**src/rtl/hamming_pkg.sv**
```systemverilog
// Shared types and the SECDED Hamming(16,11) encode function.
// hamming_enc16 is the single definition of the code. The engine uses it, and
// reference models can import it.
// Codeword bit k (k=1..15) is Hamming position k, and bit 0 is overall parity.
// That gives cw = {d[11:5], p8, d[4:2], p4, d[1], p2, p1, p0}.
package hamming_pkg;

  localparam int CW_W  = 16;
  localparam int MSG_W = 11;
  localparam int IDX_W = 7;   // covers NUM_MSG up to 127

  typedef enum logic [3:0] {
    IDLE,
    RD_LO,
    RD_HI,
    CALC,
    WR_LO,
    WR_HI,
    VF_LO,
    VF_HI,
    VF_CMP,
    FIN
  } enc_state_t;

  function automatic logic [CW_W-1:0] hamming_enc16(input logic [11:1] d);
    logic p8, p4, p2, p1, p0;
    p8 = ^d[11:5];
    p4 = ^d[11:8] ^ d[4] ^ d[3] ^ d[2];
    p2 = d[11] ^ d[10] ^ d[7] ^ d[6] ^ d[4] ^ d[3] ^ d[1];
    p1 = d[11] ^ d[9] ^ d[7] ^ d[5] ^ d[4] ^ d[2] ^ d[1];
    p0 = ^d ^ p8 ^ p4 ^ p2 ^ p1;
    return {d[11:5], p8, d[4:2], p4, d[1], p2, p1, p0};
  endfunction

endpackage

```
**src/rtl/hamming_enc_engine.sv**
```systemverilog
// Sequential SECDED Hamming(16,11) encoder engine on the data-memory port.
// The engine reads NUM_MSG two-byte messages starting at SRC_BASE. It writes
// each 16-bit codeword, low byte first, starting at DST_BASE. A falling edge on
// start, seen while the engine is idle, launches a run. done stays high until
// the next launch.
// Optional feature: define ENC_VERIFY_EN to re-read each written codeword.
// Any mismatch sets the sticky verify_err flag. Without the macro,
// verify_err is tied to 0.
// Ports:
//   clk          rising-edge clock
//   reset        asynchronous, active-low reset
//   start        run request; a 1->0 transition launches a run
//   done         run complete
//   mem_addr     data-memory byte address (registered)
//   mem_wr_en    byte write strobe (registered)
//   mem_wr_data  write byte (registered)
//   mem_rd_data  read byte; the memory returns it one cycle after mem_addr
//   verify_err   sticky readback mismatch flag
module hamming_enc_engine
  import hamming_pkg::*;
#(
  parameter int NUM_MSG  = 15,
  parameter int SRC_BASE = 0,
  parameter int DST_BASE = 30,
  parameter int AW       = 8
) (
  input  logic          clk,
  input  logic          reset,
  input  logic          start,
  output logic          done,
  output logic [AW-1:0] mem_addr,
  output logic          mem_wr_en,
  output logic [7:0]    mem_wr_data,
  input  logic [7:0]    mem_rd_data,
  output logic          verify_err
);

  enc_state_t       state;
  logic [IDX_W-1:0] idx;
  logic             start_q;
  logic [7:0]       lo_byte;
  logic [CW_W-1:0]  cw;
  logic [CW_W-1:0]  cw_next;
  logic             last;

  // Outputs are registered, so every transition loads the address and
  // strobe that the destination state presents.
  function automatic logic [AW-1:0] byte_addr(input int base,
                                              input logic [IDX_W-1:0] i,
                                              input logic hi);
    return AW'(base + 2 * int'(i) + int'(hi));
  endfunction

  // The high byte arrives on mem_rd_data during CALC. Only its bits [2:0]
  // carry message data.
  assign cw_next = hamming_enc16({mem_rd_data[2:0], lo_byte});
  assign last    = (idx == IDX_W'(NUM_MSG - 1));

`ifdef ENC_VERIFY_EN
  logic [7:0] rb_lo;
  logic       verr;
  assign verify_err = verr;
`else
  assign verify_err = 1'b0;
`endif

  always_ff @(posedge clk or negedge reset) begin
    if (!reset) begin
      state       <= IDLE;
      idx         <= '0;
      done        <= 1'b0;
      mem_wr_en   <= 1'b0;
      mem_addr    <= '0;
      mem_wr_data <= '0;
      start_q     <= 1'b0;
      lo_byte     <= '0;
      cw          <= '0;
`ifdef ENC_VERIFY_EN
      rb_lo       <= '0;
      verr        <= 1'b0;
`endif
    end else begin
      start_q <= start;
      case (state)
        IDLE: begin
          if (start_q && !start) begin
            state     <= RD_LO;
            idx       <= '0;
            done      <= 1'b0;
            mem_wr_en <= 1'b0;
            mem_addr  <= byte_addr(SRC_BASE, IDX_W'(0), 1'b0);
`ifdef ENC_VERIFY_EN
            verr      <= 1'b0;
`endif
          end
        end
        RD_LO: begin
          state    <= RD_HI;
          mem_addr <= byte_addr(SRC_BASE, idx, 1'b1);
        end
        RD_HI: begin
          lo_byte <= mem_rd_data;
          state   <= CALC;
        end
        CALC: begin
          cw          <= cw_next;
          state       <= WR_LO;
          mem_wr_en   <= 1'b1;
          mem_addr    <= byte_addr(DST_BASE, idx, 1'b0);
          mem_wr_data <= cw_next[7:0];
        end
        WR_LO: begin
          state       <= WR_HI;
          mem_wr_en   <= 1'b1;
          mem_addr    <= byte_addr(DST_BASE, idx, 1'b1);
          mem_wr_data <= cw[15:8];
        end
        WR_HI: begin
          mem_wr_en <= 1'b0;
`ifdef ENC_VERIFY_EN
          state     <= VF_LO;
          mem_addr  <= byte_addr(DST_BASE, idx, 1'b0);
`else
          if (last) begin
            state <= FIN;
          end else begin
            idx      <= idx + IDX_W'(1);
            state    <= RD_LO;
            mem_addr <= byte_addr(SRC_BASE, idx + IDX_W'(1), 1'b0);
          end
`endif
        end
`ifdef ENC_VERIFY_EN
        VF_LO: begin
          state    <= VF_HI;
          mem_addr <= byte_addr(DST_BASE, idx, 1'b1);
        end
        VF_HI: begin
          rb_lo <= mem_rd_data;
          state <= VF_CMP;
        end
        VF_CMP: begin
          if ({mem_rd_data, rb_lo} != cw) verr <= 1'b1;
          if (last) begin
            state <= FIN;
          end else begin
            idx      <= idx + IDX_W'(1);
            state    <= RD_LO;
            mem_addr <= byte_addr(SRC_BASE, idx + IDX_W'(1), 1'b0);
          end
        end
`endif
        FIN: begin
          done      <= 1'b1;
          mem_wr_en <= 1'b0;
          if (start) state <= IDLE;
        end
        default: state <= IDLE;
      endcase
    end
  end

endmodule

```
**config.mk**
```make
export PLATFORM = sky130hd
export DESIGN_NAME = hamming_enc_engine
export DESIGN_NICKNAME = d
export VERILOG_FILES = /design/src/rtl/hamming_pkg.sv /design/src/rtl/hamming_enc_engine.sv
export SDC_FILE = /design/constraint.sdc
export NUM_CORES = 1
export LEC_CHECK = 0
export ABC_AREA = 1
export CORE_UTILIZATION = 38
export DETAILED_ROUTE_END_ITERATION = 8
export DONT_BUFFER_PORTS = 1
export GPL_TIMING_DRIVEN = 0
export PLACE_DENSITY = 0.5
export SLEW_MARGIN = 20
export SYNTH_ARGS = -nofsm -noshare
export SYNTH_HDL_FRONTEND = slang
export SYNTH_SLANG_ARGS = --single-unit
```
**constraint.sdc**
```tcl
create_clock -name clk -period 2.51 [get_ports clk]
set_input_delay 0.1255 -clock clk [delete_from_list [all_inputs] [get_ports clk]]
set_output_delay 0.1255 -clock clk [all_outputs]
set_load 0.1 [all_outputs]
```
======== After elaboration in Yosys (flattened, before gate mapping) ========
Index checks and enable logic that the tools add are counted.
word-level totals
  flip-flop bits (word level) ............. 54
  bits of input ports ..................... 11
  output and inout port bits .............. 19
  word-level logic and storage cells ...... 74
cells by class
  $add $sub $neg .......................... 4
  equality and inequality tests ........... 10
  muxes and demuxes ....................... 14
  bitwise operators ....................... 19
  reductions and logical operators ........ 18
operators with widths
  kind                   number
  $pmux W8 S5            1
  $pmux W4 S7            1
  $xor A1 B1 Y1          19
  $add A8 B1 Y8 const B  2
  $mux W8                2
  $pmux W8 S2            1
  $mux W7                2
  $pmux W7 S2            1
  $mux W4                3
  $reduce_xor A11 Y1     1
  $add A5 B8 Y8 const A  1
  $eq A4 B2 Y1 const B   2
  $eq A4 B3 Y1 const B   2
  $add A7 B1 Y7 const B  1
  $eq A7 B4 Y1 const B   1
  $reduce_xor A7 Y1      1
  $ne A2 B2 Y1 const B   3
  $reduce_and A2 Y1      3
  $reduce_and A3 Y1      2
  $reduce_bool A2 Y1     3
  $reduce_bool A5 Y1     1
  $eq A4 B1 Y1 const B   1
  $eq A4 B4 Y1 const B   1
  $logic_not A4 Y1       1
  8 further kinds        9

======== Depth between registers and ports, before layout ========
  depth after elaboration ................. 9
  mapped depth ............................ 13
  mapped depth without buffers ............ 13

======== Worst setup path before layout ========
Ideal clock, no wire load.
  path kind ............................... reg-to-reg
  start point ............................. register state[1]
  end point ............................... register mem_addr[1]
  setup time .............................. 0.130 ns
  arrival ................................. 1.261 ns
  data required time ...................... 2.380 ns
  slack ................................... 1.119 ns
  stages on the path, launching flop included .. 11
  path buffers ............................ 0
  period minus slack after synthesis ...... 1.391 ns
  path through ............................ dfrtp_1 > inv_2 > nand2_2 > nor2_4 > inv_2 > nor2_1 > inv_2 > nand2_4 > inv_4 > nor2_2 > a31oi_2
on the way
  word-level cells in the longest chain between the ends .. 3
  elaborated cells between the ends (all ways) .. 10
  classes of those cells .................. eq/ne (6); mux (1); reduce/logical (3)
RTL lines
  item                                                                 RTL line                   RTL
  from (decl)                                                          hamming_enc_engine.sv:38   enc_state_t state;
  from (signal assigned)                                               hamming_enc_engine.sv:69   state <= IDLE;
  from (signal assigned)                                               hamming_enc_engine.sv:87   state <= RD_LO;
  from (signal assigned)                                               hamming_enc_engine.sv:98   state <= RD_HI;
  $eq A4 B3 Y1, or another cell as far along                           hamming_enc_engine.sv:84   case (state)
  $reduce_bool A5 Y1 (no source line) or $ne A2 B2 Y1 (tied branches)  --
  $reduce_and A3 Y1 (no source line)                                   --
  to (signal assigned)                                                 hamming_enc_engine.sv:91   mem_addr <= byte_addr(SRC_BASE, IDX_W'(0), 1'b0);
  to (signal assigned)                                                 hamming_enc_engine.sv:99   mem_addr <= byte_addr(SRC_BASE, idx, 1'b1);
  to (signal assigned)                                                 hamming_enc_engine.sv:109  mem_addr <= byte_addr(DST_BASE, idx, 1'b0);
  to (decl)                                                            hamming_enc_engine.sv:31   output logic [AW-1:0] mem_addr,
Parallel ways exist; a longest one is shown, timed or not.
A chain may end at the register's enable or synchronous reset.

======== Worst setup path after layout ========
  start point ............................. register state[1]
  end point ............................... register mem_addr[4]
Same word-level chain as after synthesis.

==> results_dict.tcl <==
set metrics [dict create \
    report.final.slew_viol_count 0 \
    viasPerCell 4.95 \
    antenna_found_initial 0 \
    drc_errors 6 \
    synthDistinctLibCells 37 \
    synthArstFlopShare 1.00 \
    hpwl_um 4250 \
    htreeDepth 2 \
    core_um2 6420 \
    yosysTopAreaCell "dfrtp_1" \
    post_cts_resized 0 \
    criticalPathCategory "reg -> reg" \
    critPathArrivalTime_ns 1.91 \
    io_pins 30 \
    area_growth_pct 12.6 \
    final_net_count 355 \
    routed-via-count 2076 \
    dr.pass1.iters 6 \
    crit_fanout 9 \
    synth_nets 338 \
    synth_cells 324 \
    synthesis.area_um2 2570 \
    status "finished with violations" \
    clk_path_buf_depth 2 \
    grt_first_pass_wirelength_um 10200 \
    ys.warnings.count 0 \
    drtAntennaViolNets 0 \
    clkSinkCount 46 \
    cts_tree "built" \
    synth_ff_type "dfrtp_1" \
    fin_setup_tns_ns 0 \
    initialDrtViolationCount 101 \
    synth_edf_count 0 \
    rows 29 \
    worstMarginPinSlew_ns 0.917 \
    cpMostUsedCell "o21ai_2" \
    ys_top_cells_by_area "dfrtp_1 45%, nand2_1 14%, xor2_1 4.1%, inv_1 3.9%, nor2_1 3.4%" \
    critPathLaunchType "register" \
    root_buffer "clkbuf_8" \
    fin_skew_ns 0.00351 \
    clk_latency_ns 0.30 \
    synth_common_cells "98 x nand2_1, 46 x dfrtp_1, 27 x inv_1" \
    endpoint_kind "register" \
    min-delay-path-class "in -> reg" \
    fin_util 0.450 \
    critPathRequiredTime_ns 2.75 \
    start_util 0.400 \
    grt_max_degree 47 \
    slowest_stage "dfrtp_1" \
    postLayoutCellArea_um2 2890 \
    seqCellArea_um2 1150 \
    cts-buffers-inserted 5 \
    grt.total_usage 0.184 \
    ys_ff_latch 46 \
    portBuffers 0 \
    overflow 0 \
    gp_congestion 0.811 \
    rsz0062_at_grt "no" \
    cap_violations 0 \
    slowest_delay_ns 0.41 \
    slew_headroom 0.389 \
    nFillCells 643 \
    wl_per_cell_um 13.8 \
    setup_violations 0 \
    finalHoldViolations 0 \
    die-area_um2 7090 \
    syn_area_per_cell_um2 7.92 \
    drt_wl_total_um 5770 \
    multi_input_area_um2 1210 \
    place_area_um2 2660 \
    die_w_um 84.2 \
    die_h_um 84.2 \
    path_cells "inv_2, nand3_2, nor2_2, nor2_4, inv_4, o21ai_2, o21ai_2, o21ai_2, nand2_1" \
    violations "DRC" \
    path_clk_slew_ns 0.09 \
    synth_most_common_cell "nand2_1" \
    synth_top_area_frac 0.448 \
    max_freq_ghz 0.599 \
    finalCriticalPeriod_ns 1.67 \
    ys_seq_area_frac 0.448 \
    layout-drive-gt1-share 0.146 \
    num_antenna_cells 0 \
    post-route-period-util 0.665 \
    grt_pass1_vias 2070 \
]
[cell usage in the layout, fill, tap and decap left out, types with 2 or more instances in the layout]
cell,instances
nand3_1,17
inv_4,2
o22ai_1,4
buf_2,4
clkbuf_8,5
nor2_1,23
inv_2,12
a21oi_1,8
nand2_1,98
xor2_1,12
nor2_2,3
nor3_1,4
clkinv_2,2
inv_1,27
o21ai_0,11
o21ai_1,11
xnor2_1,7
nand2_2,3
nand3_2,3
o21ai_2,4
o2111ai_1,2
clkinv_1,2
o211ai_1,3
dfrtp_1,46
dlygate4sd3_1,9
ha_1,3
nor2_4,2
[worst paths after layout]
path                                      start                       to  slack [ns]  depth (start not counted)
max                        state[1]$_DFFE_PN0P_  mem_addr[4]$_DFFE_PN0P_        0.84                          9
min                              mem_rd_data[1]       cw[14]$_DFFE_PN0P_        0.02                          2
max reg2reg                state[1]$_DFFE_PN0P_  mem_addr[4]$_DFFE_PN0P_        0.84                          9
min reg2reg                  cw[11]$_DFFE_PN0P_       cw[11]$_DFFE_PN0P_        0.50                          2
max in group asynchronous                 reset       idx[0]$_DFFE_PN0P_        1.96                          2
min in group asynchronous                 reset  mem_addr[7]$_DFFE_PN0P_        0.32                          2
[layout make-up]
type | count | area share
repair buffers | 10 | 0.0407
inverters | 43 | 0.0576
multi-input cells | 229 | 0.419
clock buffers | 5 | 0.0238
plain buffers | 6 | 0.0134
well taps | 77 | 0.0333
clock inverters | 3 | 0.0139
flip-flops and latches | 46 | 0.398
[flip-flops by register name, indices dropped and copies added (netlist names)]
register and flops:
state 4, start_q 1, mem_wr_data 8, mem_addr 8, lo_byte 8, idx 7, cw 8, done 1
mem_wr_en 1
[stage by stage]
stage	setup WS, ns	std cells	hold slack [ns]
floorplan	1.12	324	-0.170
global placement	0.860	401	-0.169
detailed placement	0.823	401	-0.169
CTS	0.801	419	0.0142
global route	0.717	419	0.0460
finish	0.842	419	0.0201
[cells by family (layout without fill, tap and decap cells)]
group / count (synthesis) / in the layout / share of synthesized area
other cells: 1 / 1 / 0.00146
simple gates: 155 / 155 / 0.264
buf+inv: 49 / 67 / 0.0799
compound gates: 51 / 51 / 0.127
fa+ha+maj: 3 / 3 / 0.0146
flops: 46 / 46 / 0.448
xor+xnor: 19 / 19 / 0.0648
[per-layer routing]
metal	wire length, µm	global-route usage
met5	0	0
met4	51	0.0408
met3	278	0.0413
met2	2510	0.277
met1	2930	0.270
[worst max-delay path: cells and delay by family, from the launching register on]
family                 cells  cell delay, ns
buffers and inverters      2            0.28
DFF                        1            0.41
and+or+nand+nor            4            0.71
AOI/OAI and AO/OA          3            0.21
[timing repair]
item / CTS / global route
hold buffers: 10 / 0
setup buffers: 0 / 0
endpoints found under the hold margin: 55 / 0
endpoints found under the setup margin: 0 / 0
Power is not shown: default switching activity piles up to over one toggle a cycle in this logic, so the estimate is an artifact.
